File: config.mk
export PLATFORM = sky130hd
export DESIGN_NAME = sim_uart_bridge
export DESIGN_NICKNAME = d
export VERILOG_FILES = /design/src/rtl/sim_uart_bridge.sv
export SDC_FILE = /design/constraint.sdc
export NUM_CORES = 1
export LEC_CHECK = 0
export BUFFER_PORTS_ARGS = -buffer_cell sky130_fd_sc_hd__buf_4
export CAP_MARGIN = 20
export CORE_ASPECT_RATIO = 0.6
export CORE_MARGIN = 1.5
export CORE_UTILIZATION = 36
export DETAILED_ROUTE_END_ITERATION = 8
export MAX_ROUTING_LAYER = met4
export SYNTH_ARGS = -nofsm -noshare
export SYNTH_HDL_FRONTEND = slang
export SYNTH_SLANG_ARGS = --single-unit
File: constraint.sdc
create_clock -name clock -period 1.65 [get_ports clock]
set_input_delay 0.2475 -clock clock [delete_from_list [all_inputs] [get_ports clock]]
set_output_delay 0.2475 -clock clock [all_outputs]
set_load 0.1 [all_outputs]
File: src/rtl/sim_uart_bridge.sv
// sim_uart_bridge
//   HDL-side UART cosimulation endpoint. Serialises host bytes onto the DUT's
//   uart_rx line and deserialises the DUT's uart_tx line back to the host,
//   with framing, overrun and optional even-parity checking. It also exposes
//   receiver timing for cosim observation.
//
//   Optional feature macro: SIM_UART_BRIDGE_PARITY_EN
//     defined   -> even parity bit after the data bits (TX inserts, RX checks)
//     undefined -> no parity bit, rx_parity_err tied low
//
// Ports
//   clock, reset_n        single clock, asynchronous active-low reset
//   tx_data/valid/ready   host -> DUT byte handshake (ready == TX idle)
//   rx_data/valid/ready   DUT -> host byte handshake
//   rx_frame_err          1-cycle pulse, stop bit sampled low
//   rx_parity_err         1-cycle pulse, parity mismatch
//   rx_overrun            1-cycle pulse, byte dropped while rx_valid set
//   uart_rx               serial line into the DUT, idles high
//   uart_tx               serial line out of the DUT (synchronised here)
//   uart_sampling         high on each receiver sample cycle
//   uart_ticks_counter    receiver tick counter, zero-extended
//   uart_ticks_per_baud   constant TICKS_PER_BAUD
module sim_uart_bridge #(
  parameter int unsigned TICKS_PER_BAUD = 4,
  parameter int unsigned DATA_BITS      = 8,
  parameter int unsigned STOP_BITS      = 1
) (
  input  logic                 clock,
  input  logic                 reset_n,
  input  logic [DATA_BITS-1:0] tx_data,
  input  logic                 tx_valid,
  output logic                 tx_ready,
  output logic [DATA_BITS-1:0] rx_data,
  output logic                 rx_valid,
  input  logic                 rx_ready,
  output logic                 rx_frame_err,
  output logic                 rx_parity_err,
  output logic                 rx_overrun,
  output logic                 uart_rx,
  input  logic                 uart_tx,
  output logic                 uart_sampling,
  output logic [7:0]           uart_ticks_counter,
  output logic [31:0]          uart_ticks_per_baud
);

  localparam int unsigned TW = $clog2(TICKS_PER_BAUD);
  localparam int unsigned BW = $clog2(DATA_BITS + 1);

  localparam logic [TW-1:0] TICK_LAST = TW'(TICKS_PER_BAUD - 1);
  // The IDLE cycle that detects the falling edge is already the first cycle
  // of the start bit, so the mid-bit point is one count earlier in START.
  // This keeps the sample inside the bit even at TICKS_PER_BAUD = 2.
  localparam logic [TW-1:0] TICK_MID  = TW'(TICKS_PER_BAUD / 2 - 1);
  localparam logic [BW-1:0] BIT_LAST  = BW'(DATA_BITS - 1);
  localparam logic [BW-1:0] STOP_LAST = BW'(STOP_BITS - 1);

  assign uart_ticks_per_baud = 32'(TICKS_PER_BAUD);

  // ---------------------------------------------------------------- TX side
  typedef enum logic [2:0] {
    TX_IDLE,
    TX_START,
    TX_DATA,
`ifdef SIM_UART_BRIDGE_PARITY_EN
    TX_PARITY,
`endif
    TX_STOP
  } tx_state_t;

  tx_state_t            tx_state;
  logic [TW-1:0]        tx_tick;
  logic [BW-1:0]        tx_bit;   // data bit index, reused as stop bit index
  logic [DATA_BITS-1:0] tx_sh;
`ifdef SIM_UART_BRIDGE_PARITY_EN
  logic                 tx_par;
`endif

  always_ff @(posedge clock or negedge reset_n) begin
    if (!reset_n) begin
      tx_state <= TX_IDLE;
      tx_tick  <= '0;
      tx_bit   <= '0;
      tx_sh    <= '0;
      uart_rx  <= 1'b1;
      tx_ready <= 1'b1;
`ifdef SIM_UART_BRIDGE_PARITY_EN
      tx_par   <= 1'b0;
`endif
    end else begin
      case (tx_state)
        TX_IDLE: begin
          if (tx_valid) begin
            tx_sh    <= tx_data;
`ifdef SIM_UART_BRIDGE_PARITY_EN
            tx_par   <= ^tx_data;
`endif
            tx_tick  <= '0;
            uart_rx  <= 1'b0;
            tx_ready <= 1'b0;
            tx_state <= TX_START;
          end
        end
        TX_START: begin
          if (tx_tick == TICK_LAST) begin
            tx_tick  <= '0;
            tx_bit   <= '0;
            uart_rx  <= tx_sh[0];
            tx_sh    <= tx_sh >> 1;
            tx_state <= TX_DATA;
          end else begin
            tx_tick <= tx_tick + TW'(1);
          end
        end
        TX_DATA: begin
          if (tx_tick == TICK_LAST) begin
            tx_tick <= '0;
            if (tx_bit == BIT_LAST) begin
`ifdef SIM_UART_BRIDGE_PARITY_EN
              uart_rx  <= tx_par;
              tx_state <= TX_PARITY;
`else
              uart_rx  <= 1'b1;
              tx_bit   <= '0;
              tx_state <= TX_STOP;
`endif
            end else begin
              tx_bit  <= tx_bit + BW'(1);
              uart_rx <= tx_sh[0];
              tx_sh   <= tx_sh >> 1;
            end
          end else begin
            tx_tick <= tx_tick + TW'(1);
          end
        end
`ifdef SIM_UART_BRIDGE_PARITY_EN
        TX_PARITY: begin
          if (tx_tick == TICK_LAST) begin
            tx_tick  <= '0;
            tx_bit   <= '0;
            uart_rx  <= 1'b1;
            tx_state <= TX_STOP;
          end else begin
            tx_tick <= tx_tick + TW'(1);
          end
        end
`endif
        TX_STOP: begin
          if (tx_tick == TICK_LAST) begin
            tx_tick <= '0;
            if (tx_bit == STOP_LAST) begin
              tx_ready <= 1'b1;
              tx_state <= TX_IDLE;
            end else begin
              tx_bit <= tx_bit + BW'(1);
            end
          end else begin
            tx_tick <= tx_tick + TW'(1);
          end
        end
        default: tx_state <= TX_IDLE;
      endcase
    end
  end

  // ---------------------------------------------------------------- RX side
  logic [1:0] rx_sync;
  logic       rxs;

  always_ff @(posedge clock or negedge reset_n) begin
    if (!reset_n) rx_sync <= '1;
    else          rx_sync <= {rx_sync[0], uart_tx};
  end
  assign rxs = rx_sync[1];

  typedef enum logic [2:0] {
    RX_IDLE,
    RX_START,
    RX_DATA,
`ifdef SIM_UART_BRIDGE_PARITY_EN
    RX_PARITY,
`endif
    RX_STOP,
    RX_BREAK
  } rx_state_t;

  rx_state_t            rx_state;
  logic [TW-1:0]        rx_tick;
  logic [BW-1:0]        rx_bit;
  logic [DATA_BITS-1:0] rx_sh;
`ifdef SIM_UART_BRIDGE_PARITY_EN
  logic                 rx_par_bad;
`else
  assign rx_parity_err = 1'b0;
`endif

  always_ff @(posedge clock or negedge reset_n) begin
    if (!reset_n) begin
      rx_state     <= RX_IDLE;
      rx_tick      <= '0;
      rx_bit       <= '0;
      rx_sh        <= '0;
      rx_data      <= '0;
      rx_valid     <= 1'b0;
      rx_frame_err <= 1'b0;
      rx_overrun   <= 1'b0;
`ifdef SIM_UART_BRIDGE_PARITY_EN
      rx_parity_err <= 1'b0;
      rx_par_bad    <= 1'b0;
`endif
    end else begin
      rx_frame_err <= 1'b0;
      rx_overrun   <= 1'b0;
`ifdef SIM_UART_BRIDGE_PARITY_EN
      rx_parity_err <= 1'b0;
`endif
      // A load later in this block overrides the consume.
      if (rx_valid && rx_ready) rx_valid <= 1'b0;

      case (rx_state)
        RX_IDLE: begin
          rx_tick <= '0;
          if (!rxs) rx_state <= RX_START;
        end
        RX_START: begin
          if (rx_tick == TICK_MID) begin
            rx_tick <= '0;
            if (rxs) begin
              rx_state <= RX_IDLE;
            end else begin
              rx_bit   <= '0;
              rx_state <= RX_DATA;
            end
          end else begin
            rx_tick <= rx_tick + TW'(1);
          end
        end
        RX_DATA: begin
          if (rx_tick == TICK_LAST) begin
            rx_tick <= '0;
            rx_sh   <= {rxs, rx_sh[DATA_BITS-1:1]};
            if (rx_bit == BIT_LAST) begin
`ifdef SIM_UART_BRIDGE_PARITY_EN
              rx_state <= RX_PARITY;
`else
              rx_state <= RX_STOP;
`endif
            end else begin
              rx_bit <= rx_bit + BW'(1);
            end
          end else begin
            rx_tick <= rx_tick + TW'(1);
          end
        end
`ifdef SIM_UART_BRIDGE_PARITY_EN
        RX_PARITY: begin
          if (rx_tick == TICK_LAST) begin
            rx_tick    <= '0;
            rx_par_bad <= rxs ^ (^rx_sh);
            rx_state   <= RX_STOP;
          end else begin
            rx_tick <= rx_tick + TW'(1);
          end
        end
`endif
        RX_STOP: begin
          if (rx_tick == TICK_LAST) begin
            rx_tick <= '0;
`ifdef SIM_UART_BRIDGE_PARITY_EN
            if (rx_par_bad) rx_parity_err <= 1'b1;
`endif
            if (!rxs) begin
              rx_frame_err <= 1'b1;
              rx_state     <= RX_BREAK;
            end else begin
              rx_state <= RX_IDLE;
`ifdef SIM_UART_BRIDGE_PARITY_EN
              if (!rx_par_bad)
`endif
              begin
                if (rx_valid && !rx_ready) begin
                  rx_overrun <= 1'b1;
                end else begin
                  rx_data  <= rx_sh;
                  rx_valid <= 1'b1;
                end
              end
            end
          end else begin
            rx_tick <= rx_tick + TW'(1);
          end
        end
        RX_BREAK: begin
          if (rxs) rx_state <= RX_IDLE;
        end
        default: rx_state <= RX_IDLE;
      endcase
    end
  end

  always_comb begin
    uart_sampling = 1'b0;
    case (rx_state)
      RX_START:  uart_sampling = (rx_tick == TICK_MID);
      RX_DATA:   uart_sampling = (rx_tick == TICK_LAST);
`ifdef SIM_UART_BRIDGE_PARITY_EN
      RX_PARITY: uart_sampling = (rx_tick == TICK_LAST);
`endif
      RX_STOP:   uart_sampling = (rx_tick == TICK_LAST);
      default:   uart_sampling = 1'b0;
    endcase
  end

  assign uart_ticks_counter = 8'(rx_tick);

endmodule
==> impl_summary.txt, run 1 <==
----------------------------------------------------
[Synthesis]
  Post-synth design cell area ... 2720 µm²
  Number of flops mapped to enable cells by yosys ... 0
  YS warnings ... 0
  Number of synthesized register bits ... 48
  Commonest register cell after synthesis ... sky130_fd_sc_hd__dfrtp_1
  Async set-or-reset flop fraction in the synthesized netlist ... 1.00
  Top cells by area in the synthesized netlist ... sky130_fd_sc_hd__dfrtp_1 (40%), sky130_fd_sc_hd__buf_4 (11%), sky130_fd_sc_hd__mux2_2 (10%), sky130_fd_sc_hd__ha_1 (5.5%), sky130_fd_sc_hd__mux2_4 (4.4%)
  Count of different cell masters after synthesis ... 46
  Sequential area share after synthesis ... 0.443
  Top cells by count, synth ... sky130_fd_sc_hd__dfrtp_1 (44), sky130_fd_sc_hd__buf_4 (41), sky130_fd_sc_hd__mux2_2 (25)
  Avg Cell Area, Syn ... 11.2 µm²
  Post-synthesis cell count ... 243
  Most frequently used cell type in the post-synthesis netlist ... sky130_fd_sc_hd__dfrtp_1
  Largest area contributor in the netlist ... sky130_fd_sc_hd__dfrtp_1
  Area fraction of the dominant cell type after synthesis ... 0.404

[Floorplan]
  Die area ... 8110 µm²
  Standard cell core area ... 7300 µm²
  Initial Utilization ... 0.373
  Std-Cell Rows ... 24
  Height of the chip ... 70.4 µm
  Die Width ... 115 µm
  Number of placed I/O pins ... 68

[Detailed routing]
  Final routed wirelength across all metal layers ... 4820 µm
  Remaining routing DRC violations ... 0
  Via density per instance ... 4.32
  Detailed-routing iteration count for the pre-antenna-repair pass ... 4
  1st-iter DRT viols ... 52
  Average wire length per cell after detail routing ... 11.8 µm
  DR vias ... 1,761
  Remaining antenna violation count after routing ... 0

[Timing]
  Hold violation total from the final report ... 0
  Endpoints failing setup ... 14
  Setup slack of the critical path after layout ... -0.115 ns
  Fin crit period ... 1.77 ns
  Fraction of the cycle the final worst path needs ... 1.07
  Pins over their slew limit ... 0
  Peak clock frequency supported by timing ... 566 MHz
  Slew of the pin with the lowest slew margin ... 0.599 ns
  Worst relative slew slack ... 0.601
  RSZ-0062 raised after global routing ... yes
  Maximum clock skew at final layout ... 0.00624 ns

[Finish]
  Filler instances ... 681
  Area growth syn-to-layout ... 29.0%
  Number of antenna diodes ... 0
  Share of layout cells above drive strength 1 ... 0.441
  Area of combinational cells with multiple inputs ... 1440 µm²
  Non-filler instance count after layout ... 408
  Finished Cell Area ... 3510 µm²
  Share of the core filled with cells ... 0.481
  Fin nets ... 328
  Sequential Area ... 1210 µm²

[Clock network]
  Clk slew on worst S/H paths ... 0.07 ns
  Clock latency on the worst-skew pair ... 0.29 ns
  Longest Clk Path Bufs ... 2
  Clock root cell ... sky130_fd_sc_hd__clkbuf_16
  CTS Buf Count ... 5
  H-tree depth reported by CTS ... 2
  CTS tree ... built
  Clock sink total ... 48

[Global route]
  GR Util All Layers ... 0.135
  Total congestion overflow ... 0
  Largest net degree at the start of global routing ... 49
  Number of global-route vias before repair ... 1,663
  Antenna violations before repair ... 0
  Global-route wire length before repair ... 8310 µm

[Critical path]
  Sort of element at the end of the critical path ... flip-flop
  Critical path, cell by cell ... inv_2 > ha_4 > nor2_8 > a221o_1 > buf_6 > mux2_4
  CP max FO ... 8
  Data arrival time at the worst-slack endpoint ... 1.94 ns
  Slowest-stage cell, CP ... sky130_fd_sc_hd__dfrtp_1
  Maximum single-stage delay on the critical path ... 0.43 ns
  WP data required ... 1.82 ns
  Crit start category ... flip-flop
  Start-to-end type of the worst setup path ... flip-flop to flip-flop

[Placement]
  Dpl hpwl ... 3500 µm
  Post-Place Worst Slack ... -0.142 ns
  Port bufs ... 28
  Cell count after placement ... 390
  Weighted congestion at the end of routability-driven global placement ... 0.800
  Placed Instance Area ... 3160 µm²

[Flow run]
  Max-cap check violation count ... 0

[Power]
  Power density of the placed cells ... 2000 nW/µm²
  Leak Pwr ... 1.70 nW
  Peak supply drop ... 833 µV

[Worst hold path]
  Type of the tightest min-delay check ... input port to flip-flop

[Outcome]
  Violations in the final reports ... setup timing
  Status ... finished with violations

----------------------------------------------------
timing repair:
item,4_1_cts,5_1_grt
hold endpoints to repair,22,0
buffers inserted,5,4
endpoints found under the setup margin,14,34
gates resized for setup,11,10
pin swaps,4,7
hold buffers,1,0
routing by layer:
layer | vias up | GRT usage | wire length [µm] | part of all wire
met2 | 46 | 0.173 | 1940 | 0.40
li1 | 873 | - | - | -
met4 | 0 | 0.0453 | 53 | 0.011
met1 | 837 | 0.202 | 2640 | 0.55
met3 | 5 | 0.0313 | 189 | 0.039
met5 | - | - | 0 | 0
power breakdown:
part           internal (mW)  total (mW)  switching [mW]
Combinational           1.94        4.06            2.12
Sequential              1.52        1.81           0.288
Clock                  0.720        1.16           0.442
path summary, 6_finish.rpt:
check	end	slack, ns	depth (start not counted)	from
max	tx_sh[5]$_DFFE_PN0P_	-0.12	6	tx_state[0]$_DFFE_PN0P_
min	rx_sync[0]$_DFF_PN1_	0.07	1	uart_tx
max reg2reg	tx_sh[5]$_DFFE_PN0P_	-0.12	6	tx_state[0]$_DFFE_PN0P_
min reg2reg	rx_sync[1]$_DFF_PN1_	0.36	0	rx_sync[0]$_DFF_PN1_
max in group asynchronous	rx_tick[1]$_DFFE_PN0P_	0.68	2	reset_n
min in group asynchronous	rx_sh[0]$_DFFE_PN0P_	0.51	2	reset_n
placed cells by master (no fill, tap or decap), types with 4 or more instances in the layout:
cell type                   Yosys  routed
sky130_fd_sc_hd__nand2_1       16      14
sky130_fd_sc_hd__inv_1         10       7
sky130_fd_sc_hd__mux2i_1        4       4
sky130_fd_sc_hd__buf_4         41      57
sky130_fd_sc_hd__mux2_4         8      16
sky130_fd_sc_hd__dfstp_2        4       4
sky130_fd_sc_hd__a21oi_1        6       5
sky130_fd_sc_hd__mux2_2        25      17
sky130_fd_sc_hd__ha_4           0       6
sky130_fd_sc_hd__conb_1         2      39
sky130_fd_sc_hd__o31ai_1        5       5
sky130_fd_sc_hd__dfrtp_1       44      41
sky130_fd_sc_hd__clkbuf_16      0       5
sky130_fd_sc_hd__nor2_1        14      12
sky130_fd_sc_hd__nand3_1        4       4
sky130_fd_sc_hd__ha_1          12       6
cells by family (layout without fill, tap and decap cells):
| kind of cell | Yosys count | count (layout) | synth area share |
|---|---|---|---|
| compound gates | 32 | 32 | 0.0846 |
| xor+xnor | 1 | 1 | 0.00322 |
| fa+ha+maj | 12 | 12 | 0.0551 |
| buf+inv | 57 | 81 | 0.141 |
| flops | 48 | 48 | 0.443 |
| mux | 37 | 37 | 0.162 |
| other cells | 2 | 39 | 0.00276 |
| simple gates | 54 | 54 | 0.108 |
cell type report:
type / count / area share
tap: 104 / 0.0371
multi-input combinational: 175 / 0.411
clock inverter: 3 / 0.0135
clock buffer: 5 / 0.0356
inverter: 10 / 0.0114
sequential: 48 / 0.346
timing repair buffer: 63 / 0.146
registers in the layout (all words and copies together), names as in the netlist:
| signal | cells |
|---|---|
| rx_bit | 4 |
| rx_data | 8 |
| rx_frame_err | 1 |
| rx_overrun | 1 |
| rx_sh | 8 |
| rx_state | 3 |
| rx_sync | 2 |
| rx_tick | 2 |
| rx_valid | 1 |
| tx_bit | 4 |
| tx_ready | 1 |
| tx_sh | 8 |
| tx_state | 2 |
| tx_tick | 2 |
| uart_rx | 1 |
through the flow:
stage | hold slack, ns | total power, mW | setup TNS [ns]
3_5_place_dp | 0.304 | 5.38 | -1.35
2_1_floorplan | -0.0481 | 4.61 | -0.836
6_report | 0.0719 | 7.03 | -1.26
5_1_grt | 0.0607 | 7.49 | -2.73
3_3_place_gp | 0.301 | 5.33 | -1.29
4_1_cts | 0.0655 | 6.79 | -1.08
worst max-delay path: cells and delay by family (launching register included):
kind	cells	cell delay, ns
flip-flops	1	0.43
AND/OR/NAND/NOR	1	0.04
AO/OA/AOI/OAI	1	0.36
multiplexers	1	0.30
adder cells (fa/ha/maj)	1	0.22
buffers and inverters	2	0.30
Power figures use the tool's default switching activity.
==> run 2: changes to the inputs <==
--- a/config.mk
+++ b/config.mk
@@ -8,10 +8,10 @@
 export BUFFER_PORTS_ARGS = -buffer_cell sky130_fd_sc_hd__buf_4
 export CAP_MARGIN = 20
 export CORE_ASPECT_RATIO = 0.6
-export CORE_MARGIN = 1.5
 export CORE_UTILIZATION = 36
 export DETAILED_ROUTE_END_ITERATION = 8
 export MAX_ROUTING_LAYER = met4
+export RECOVER_POWER = 25
 export SYNTH_ARGS = -nofsm -noshare
 export SYNTH_HDL_FRONTEND = slang
 export SYNTH_SLANG_ARGS = --single-unit
==> constraint.sdc (replaced) <==
create_clock -name clock -period 2.2 [get_ports clock]
set_input_delay 0.33 -clock clock [delete_from_list [all_inputs] [get_ports clock]]
set_output_delay 0.33 -clock clock [all_outputs]
set_load 0.1 [all_outputs]
==> impl_summary.txt, run 2 (synthesized netlist as in run 1, its figures left out) <==
----------------------------------------------------
[Detailed routing]
  DR vias ... 1,633 (-7.3%)
  Final routed wirelength across all metal layers ... 4400 µm (-8.7%)
  Routed met3 length ... 176 µm (-6.9%)
  Average wire length per cell after detail routing ... 11.7 µm (-0.63%)
  Remaining antenna violation count after routing ... 0 (unchanged)
  Uppermost metal layer occupied by signal nets ... met4
  Via density per instance ... 4.35 (+0.89%)
  1st-iter DRT viols ... 66 (+27%)
  Detailed-routing iteration count for the pre-antenna-repair pass ... 4 (unchanged)
  Met1 WL ... 2410 µm (-9.0%)
  Remaining routing DRC violations ... 0 (unchanged)
  Detailed route wirelength on metal2 ... 1770 µm (-8.6%)

[Critical path]
  Reg-to-reg critical path endpoint ... tx_sh[4]$_DFFE_PN0P_
  Worst r2r src ... tx_state[0]$_DFFE_PN0P_
  Start-to-end type of the worst setup path ... flip-flop to primary output
  Path depth of the worst reg2reg path ... 5 (-1)
  Data arrival time at the worst-slack endpoint ... 1.65 ns (-0.29 ns)
  Sort of element at the end of the critical path ... primary output
  Capture point of the worst path ... uart_sampling
  Crit start category ... flip-flop
  Internal reg-to-reg setup slack ... 0.23 ns (+0.35 ns)
  Worst setup path startpoint ... rx_tick[1]$_DFFE_PN0P_
  WP data required ... 1.87 ns (+0.05 ns)
  CP max FO ... 4 (-4)

[Clock network]
  Clock latency on the worst-skew pair ... 0.29 ns (about the same)
  Number of hold-repair buffers added at the cts stage ... 0 (-1)
  Clock sink total ... 48 (unchanged)
  CTS tree ... built
  Clock root cell ... sky130_fd_sc_hd__clkbuf_16
  Clk slew on worst S/H paths ... 0.07 ns (about the same)
  Longest Clk Path Bufs ... 2 (unchanged)
  CTS Buf Count ... 5 (unchanged)
  H-tree depth reported by CTS ... 2 (unchanged)

[Floorplan]
  Die Width ... 114 µm (-0.87%)
  Std-Cell Rows ... 24 (unchanged)
  Height of the chip ... 69.4 µm (-1.4%)
  Initial Utilization ... 0.373 (unchanged)
  Standard cell core area ... 7300 µm² (unchanged)
  Die area ... 7930 µm² (-2.3%)
  Number of placed I/O pins ... 68 (unchanged)

[Placement]
  Dpl hpwl ... 3150 µm (-10%)
  Port bufs ... 28 (unchanged)
  Post-Place Worst Slack ... 0.0827 ns (+0.225 ns)
  Weighted congestion at the end of routability-driven global placement ... 0.751 (-6.1%)

[Power]
  Leak Pwr ... 1.49 nW (-13%)
  Proportion of power drawn by the clock network ... 0.179 (+0.014)
  Power density of the placed cells ... 1450 nW/µm² (-28%)
  Proportion of total power due to net switching ... 0.436 (+0.0301)
  Pint ... 2.48 mW (-41%)
  Logic pwr share ... 0.515 (-0.062)
  Net switching component of the power ... 1.92 mW (-33%)
  Peak supply drop ... 617 µV (-26%)
  Register share of total power ... 0.306 (+0.048)

[Finish]
  Share of the core filled with cells ... 0.416 (-0.0650)
  Share of layout cells above drive strength 1 ... 0.321 (-0.120)
  Fin nets ... 295 (-10%)
  Leading cell type in the layout, fill and taps excluded ... sky130_fd_sc_hd__dfrtp_1
  Number of antenna diodes ... 0 (unchanged)
  Area growth syn-to-layout ... 11.5%
  Commonest non-fill, non-tap cells in the layout ... sky130_fd_sc_hd__dfrtp_1 (42), sky130_fd_sc_hd__conb_1 (39), sky130_fd_sc_hd__buf_4 (28)
  Registers with the most flip-flops ... rx_data (8), rx_sh (8), tx_sh (8)
  Filler instances ... 707 (+3.8%)

[Timing]
  RSZ-0062 raised after global routing ... no
  Peak clock frequency supported by timing ... 506 MHz
  Setup slack of the critical path after layout ... 0.225 ns (+0.340 ns)
  Maximum clock skew at final layout ... 0.00380 ns (-0.00244 ns)
  Worst-case hold slack ... 0.144 ns (+0.0720 ns)
  Endpoints failing setup ... 0 (-14)
  Slew of the pin with the lowest slew margin ... 1.20 ns (+0.602 ns)
  Post-route setup TNS ... 0 ns (+1.26 ns)
  Fin crit period ... 1.98 ns
  Hold violation total from the final report ... 0 (unchanged)
  Fraction of the cycle the final worst path needs ... 0.898
  Worst relative slew slack ... 0.200 (-0.401)
  Pins over their slew limit ... 0 (unchanged)

[Global route]
  GR Util All Layers ... 0.124 (-0.0104)
  Number of global-route vias before repair ... 1,522 (-8.5%)
  Global-route wire length before repair ... 7450 µm (-10%)
  Largest net degree at the start of global routing ... 49 (unchanged)
  Antenna violations before repair ... 0 (unchanged)
  Total congestion overflow ... 0 (unchanged)

[Worst hold path]
  Type of the tightest min-delay check ... input port to flip-flop

[Flow run]
  Max-cap check violation count ... 0 (unchanged)

[Outcome]
  Status ... complete, no violations

----------------------------------------------------
## run 2: cell types whose count changed in the layout (fill, tap and decap cells not counted), moves of 3 or more
cell | previous run | this run
sky130_fd_sc_hd__ha_1 | 6 | 12
sky130_fd_sc_hd__ha_4 | 6 | 0
sky130_fd_sc_hd__buf_6 | 3 | 0
sky130_fd_sc_hd__mux2_4 | 16 | 8
sky130_fd_sc_hd__mux2_2 | 17 | 25
sky130_fd_sc_hd__inv_1 | 7 | 10
sky130_fd_sc_hd__buf_4 | 57 | 28
## run 2: area by class of cell
class,count,area (µm²),share of cell area
Inverter,10,37.5,0.0124
Sequential cell,48,1210,0.398
Tap cell,104,130,0.0429
Clock inverter,2,15.0,0.00494
Timing Repair Buffer,30,223,0.0733
Multi-Input combinational cell,175,1280,0.423
Clock buffer,6,139,0.0457
## run 2: timing repair
action | 4_1_cts | 5_1_grt
resized for setup | 0 | 1
buffers inserted | 0 | 0
setup endpoints to repair | 0 | 8
## run 2: critical path, cell delays in order (launching register included)
cell                       delay, ns
sky130_fd_sc_hd__dfrtp_2        0.43
sky130_fd_sc_hd__inv_1          0.08
sky130_fd_sc_hd__ha_1           0.18
sky130_fd_sc_hd__nand3b_1       0.18
sky130_fd_sc_hd__a21oi_4        0.18
sky130_fd_sc_hd__buf_4          0.30
## run 2: worst min-delay path by stage
| stage | start | to | depth (start not counted) |
|---|---|---|---|
| after floorplan | reset_n | rx_bit[0]$_DFFE_PN0P_ | 0 |
| after CTS | reset_n | tx_sh[7]$_DFFE_PN0P_ | 1 |
| after global routing | uart_tx | rx_sync[0]$_DFF_PN1_ | 1 |
| final | uart_tx | rx_sync[0]$_DFF_PN1_ | 1 |
| after global placement | rx_sync[0]$_DFF_PN1_ | rx_sync[1]$_DFF_PN1_ | 0 |
| after detailed placement | rx_sync[0]$_DFF_PN1_ | rx_sync[1]$_DFF_PN1_ | 0 |
## run 2: metrics by stage
step	area (µm²)	power, mW	cells
after CTS	3040	4.44	375
after floorplan	2880	3.36	280
after global placement	2880	3.60	367
final	3040	4.40	375
after detailed placement	2880	3.63	367
after global routing	3040	4.69	375
## run 2: power groups by stage
stage | sequential, mW | clock, mW | combinational (mW)
2_1_floorplan | 1.58 | 0 | 1.78
3_3_place_gp | 1.35 | 0 | 2.24
3_5_place_dp | 1.36 | 0 | 2.27
4_1_cts | 1.35 | 0.817 | 2.28
5_1_grt | 1.38 | 0.845 | 2.46
6_report | 1.35 | 0.789 | 2.27
## run 2: layer usage
metal  vias to the layer above  GRT usage
met2                        34      0.163
met5                         -          -
met4                         0     0.0433
li1                        813          -
met3                         6     0.0367
met1                       780      0.179
==> run 3: changes to the inputs <==
--- a/config.mk
+++ b/config.mk
@@ -5,11 +5,13 @@
 export SDC_FILE = /design/constraint.sdc
 export NUM_CORES = 1
 export LEC_CHECK = 0
+export ABC_AREA = 1
 export BUFFER_PORTS_ARGS = -buffer_cell sky130_fd_sc_hd__buf_4
 export CAP_MARGIN = 20
 export CORE_ASPECT_RATIO = 0.6
 export CORE_UTILIZATION = 36
 export DETAILED_ROUTE_END_ITERATION = 8
+export GPL_ROUTABILITY_DRIVEN = 0
 export MAX_ROUTING_LAYER = met4
 export RECOVER_POWER = 25
 export SYNTH_ARGS = -nofsm -noshare
==> impl_summary.txt, run 3 <==
----------------------------------------------------
[Outcome]
  Status ... complete, no violations

[Clock network]
  Setup repair bufs after CTS ... 0 (unchanged)
  CTS Buf Count ... 5 (unchanged)
  Post-CTS Resized ... 0 (unchanged)
  Clock root cell ... sky130_fd_sc_hd__clkbuf_16
  Longest Clk Path Bufs ... 2 (unchanged)
  Clock latency on the worst-skew pair ... 0.28 ns (about the same)
  Number of hold-repair buffers added at the cts stage ... 0 (unchanged)
  Clk slew on worst S/H paths ... 0.06 ns (about the same)
  Clock sink total ... 48 (unchanged)
  CTS tree ... built
  H-tree depth reported by CTS ... 2 (unchanged)

[Detailed routing]
  Final routed wirelength across all metal layers ... 4670 µm (+6.0%)
  1st-iter DRT viols ... 112 (+70%)
  Detailed-routing iteration count for the pre-antenna-repair pass ... 4 (unchanged)
  DR vias ... 1,980 (+21%)
  Remaining antenna violation count after routing ... 0 (unchanged)
  Average wire length per cell after detail routing ... 10.1 µm (-14%)
  Via density per instance ... 4.30 (-1.2%)
  Remaining routing DRC violations ... 0 (unchanged)

[Global route]
  Total congestion overflow ... 0 (unchanged)
  Largest net degree at the start of global routing ... 49 (unchanged)
  Number of global-route vias before repair ... 1,687 (+11%)
  GR Util All Layers ... 0.127 (+0.00280)
  Antenna violations before repair ... 0 (unchanged)
  Global-route wire length before repair ... 7890 µm (+5.9%)

[Floorplan]
  Number of placed I/O pins ... 68 (unchanged)
  Initial Utilization ... 0.379 (+0.00593)
  Std-Cell Rows ... 24 (unchanged)
  Height of the chip ... 70.5 µm (+1.6%)
  Die area ... 8180 µm² (+3.2%)
  Die Width ... 116 µm (+1.6%)
  Standard cell core area ... 7420 µm² (+1.6%)

[Synthesis]
  Most frequently used cell type in the post-synthesis netlist ... sky130_fd_sc_hd__nand2_1
  YS warnings ... 0 (unchanged)
  Number of flops mapped to enable cells by yosys ... 0 (unchanged)
  Largest area contributor in the netlist ... sky130_fd_sc_hd__dfrtp_1
  Avg Cell Area, Syn ... 8.62 µm² (-23%)
  Count of different cell masters after synthesis ... 33 (-28%)
  Post-synth design cell area ... 2810 µm² (+3.3%)
  Top cells by area in the synthesized netlist ... sky130_fd_sc_hd__dfrtp_1 (39%), sky130_fd_sc_hd__nand2_1 (11%), sky130_fd_sc_hd__buf_4 (10%), sky130_fd_sc_hd__ha_1 (5.3%), sky130_fd_sc_hd__o21ai_1 (4.3%)
  Area fraction of the dominant cell type after synthesis ... 0.392 (-0.0128)
  Top cells by count, synth ... sky130_fd_sc_hd__nand2_1 (83), sky130_fd_sc_hd__dfrtp_1 (44), sky130_fd_sc_hd__buf_4 (39)
  Sequential area share after synthesis ... 0.429 (-0.0140)
  Async set-or-reset flop fraction in the synthesized netlist ... 1.00 (unchanged)
  Post-synthesis cell count ... 326 (+34%)
  Commonest register cell after synthesis ... sky130_fd_sc_hd__dfrtp_1
  Number of synthesized register bits ... 48 (unchanged)

[Finish]
  Share of the core filled with cells ... 0.420 (+0.00406)
  Registers with the most flip-flops ... rx_data (8), rx_sh (8), tx_sh (8)
  Share of layout cells above drive strength 1 ... 0.202 (-0.119)
  Finished Cell Area ... 3120 µm² (+2.6%)
  Number of antenna diodes ... 0 (unchanged)
  Area growth syn-to-layout ... 10.9%
  Fin nets ... 380 (+29%)
  Commonest non-fill, non-tap cells in the layout ... sky130_fd_sc_hd__nand2_1 (83), sky130_fd_sc_hd__dfrtp_1 (42), sky130_fd_sc_hd__conb_1 (39)
  Leading cell type in the layout, fill and taps excluded ... sky130_fd_sc_hd__nand2_1

[Timing]
  Fraction of the cycle the final worst path needs ... 0.869 (-0.0287)
  Pins over their slew limit ... 0 (unchanged)
  Worst relative slew slack ... 0.211 (+0.0115)
  Fin crit period ... 1.91 ns (-0.0631 ns)
  Hold violation total from the final report ... 0 (unchanged)
  Setup slack of the critical path after layout ... 0.288 ns (+0.0631 ns)
  Endpoints failing setup ... 0 (unchanged)
  Post-route setup TNS ... 0 ns (unchanged)
  Peak clock frequency supported by timing ... 523 MHz (+3.3%)
  Slew of the pin with the lowest slew margin ... 1.18 ns (-0.0172 ns)
  RSZ-0062 raised after global routing ... no
  Maximum clock skew at final layout ... 0.00494 ns (+0.00113 ns)

[Placement]
  Post-Place Worst Slack ... 0.586 ns (+0.503 ns)
  Placed Instance Area ... 2970 µm² (+3.1%)
  Dpl hpwl ... 3540 µm (+12%)
  Port bufs ... 28 (unchanged)

[Critical path]
  Slowest-stage cell, CP ... sky130_fd_sc_hd__dfrtp_2
  CP max FO ... 6 (+2)
  WP data required ... 1.87 ns (about the same)
  Count of buffer and inverter cells on the critical path ... 2 (unchanged)
  Worst setup path startpoint ... rx_tick[0]$_DFFE_PN0P_
  Crit start category ... flip-flop
  Worst r2r src ... tx_state[0]$_DFFE_PN0P_
  Worst path top cell family by delay ... buffers and inverters
  Maximum single-stage delay on the critical path ... 0.39 ns (-0.04 ns)
  Data arrival time at the worst-slack endpoint ... 1.58 ns (-0.07 ns)
  Start-to-end type of the worst setup path ... flip-flop to primary output
  Internal reg-to-reg setup slack ... 0.58 ns (+0.35 ns)
  Sort of element at the end of the critical path ... primary output
  Critical path, cell by cell ... ha_1 > inv_2 > o21ai_4 > buf_4

[Power]
  Power density of the placed cells ... 1390 nW/µm² (-4.0%)
  Overall power consumption ... 4.34 mW (-1.5%)
  Leak Pwr ... 1.64 nW (+10%)
  Peak supply drop ... 550 µV (-11%)

[Worst hold path]
  Type of the tightest min-delay check ... input port to flip-flop
  Source of the worst hold timing path ... uart_tx

[Flow run]
  Max-cap check violation count ... 0 (unchanged)

----------------------------------------------------
## run 3: metal layers
layer,wire (µm),global-route usage,vias up,share of wire
li1,-,-,1021,-
met1,2530,0.189,892,0.54
met4,22,0.0342,0,0.0047
met2,1860,0.170,65,0.40
met5,0,-,-,0
met3,250,0.0286,2,0.054
## run 3: worst paths after layout
check / to / cells after the start
max in group asynchronous: rx_tick[1]$_DFFE_PN0P_ / 1
min in group asynchronous: tx_state[1]$_DFFE_PN0P_ / 1
min: rx_sync[0]$_DFF_PN1_ / 1
min reg2reg: rx_sync[1]$_DFF_PN1_ / 0
max: uart_sampling / 4
max reg2reg: tx_bit[1]$_DFFE_PN0P_ / 8
## run 3: layout make-up
cell class | count | area (µm²)
clock buffer | 8 | 146
fill | 755 | 4300
inverter | 32 | 123
multi-input combinational | 240 | 1300
sequential | 48 | 1210
tap | 104 | 130
timing repair buffer | 28 | 208
## run 3: metrics by stage
| step | hold slack (ns) | cells |
|---|---|---|
| floorplan | 0.0344 | 363 |
| global placement | 0.347 | 452 |
| detailed placement | 0.347 | 452 |
| CTS | 0.0901 | 460 |
| global route | 0.149 | 460 |
| finish | 0.161 | 460 |
## run 3: power by group
part | total [mW] | switching, mW | internal, mW
Sequential | 1.33 | 0.193 | 1.13
Clock | 0.754 | 0.300 | 0.453
Combinational | 2.26 | 1.63 | 0.632
Total | 4.34 | 2.12 | 2.22
## run 3: cell families after synthesis
logic type | share of synthesized area
xor gates and xnor gates | 0.00623
AOI/OAI and AO/OA | 0.0903
other | 0.00267
and+or+nand+nor | 0.232
adders and majority gates | 0.0534
DFF | 0.429
muxes | 0.0249
buffers and inverters | 0.162
## run 3: worst reg2reg max path, cell delays in order, from the launching register on
cell	delay, ns
sky130_fd_sc_hd__dfrtp_1	0.41
sky130_fd_sc_hd__inv_1	0.09
sky130_fd_sc_hd__ha_1	0.27
sky130_fd_sc_hd__nor2_2	0.21
sky130_fd_sc_hd__nor2_4	0.07
sky130_fd_sc_hd__nor2_2	0.14
sky130_fd_sc_hd__nand2_1	0.16
sky130_fd_sc_hd__nand2_1	0.09
sky130_fd_sc_hd__o21ai_1	0.06
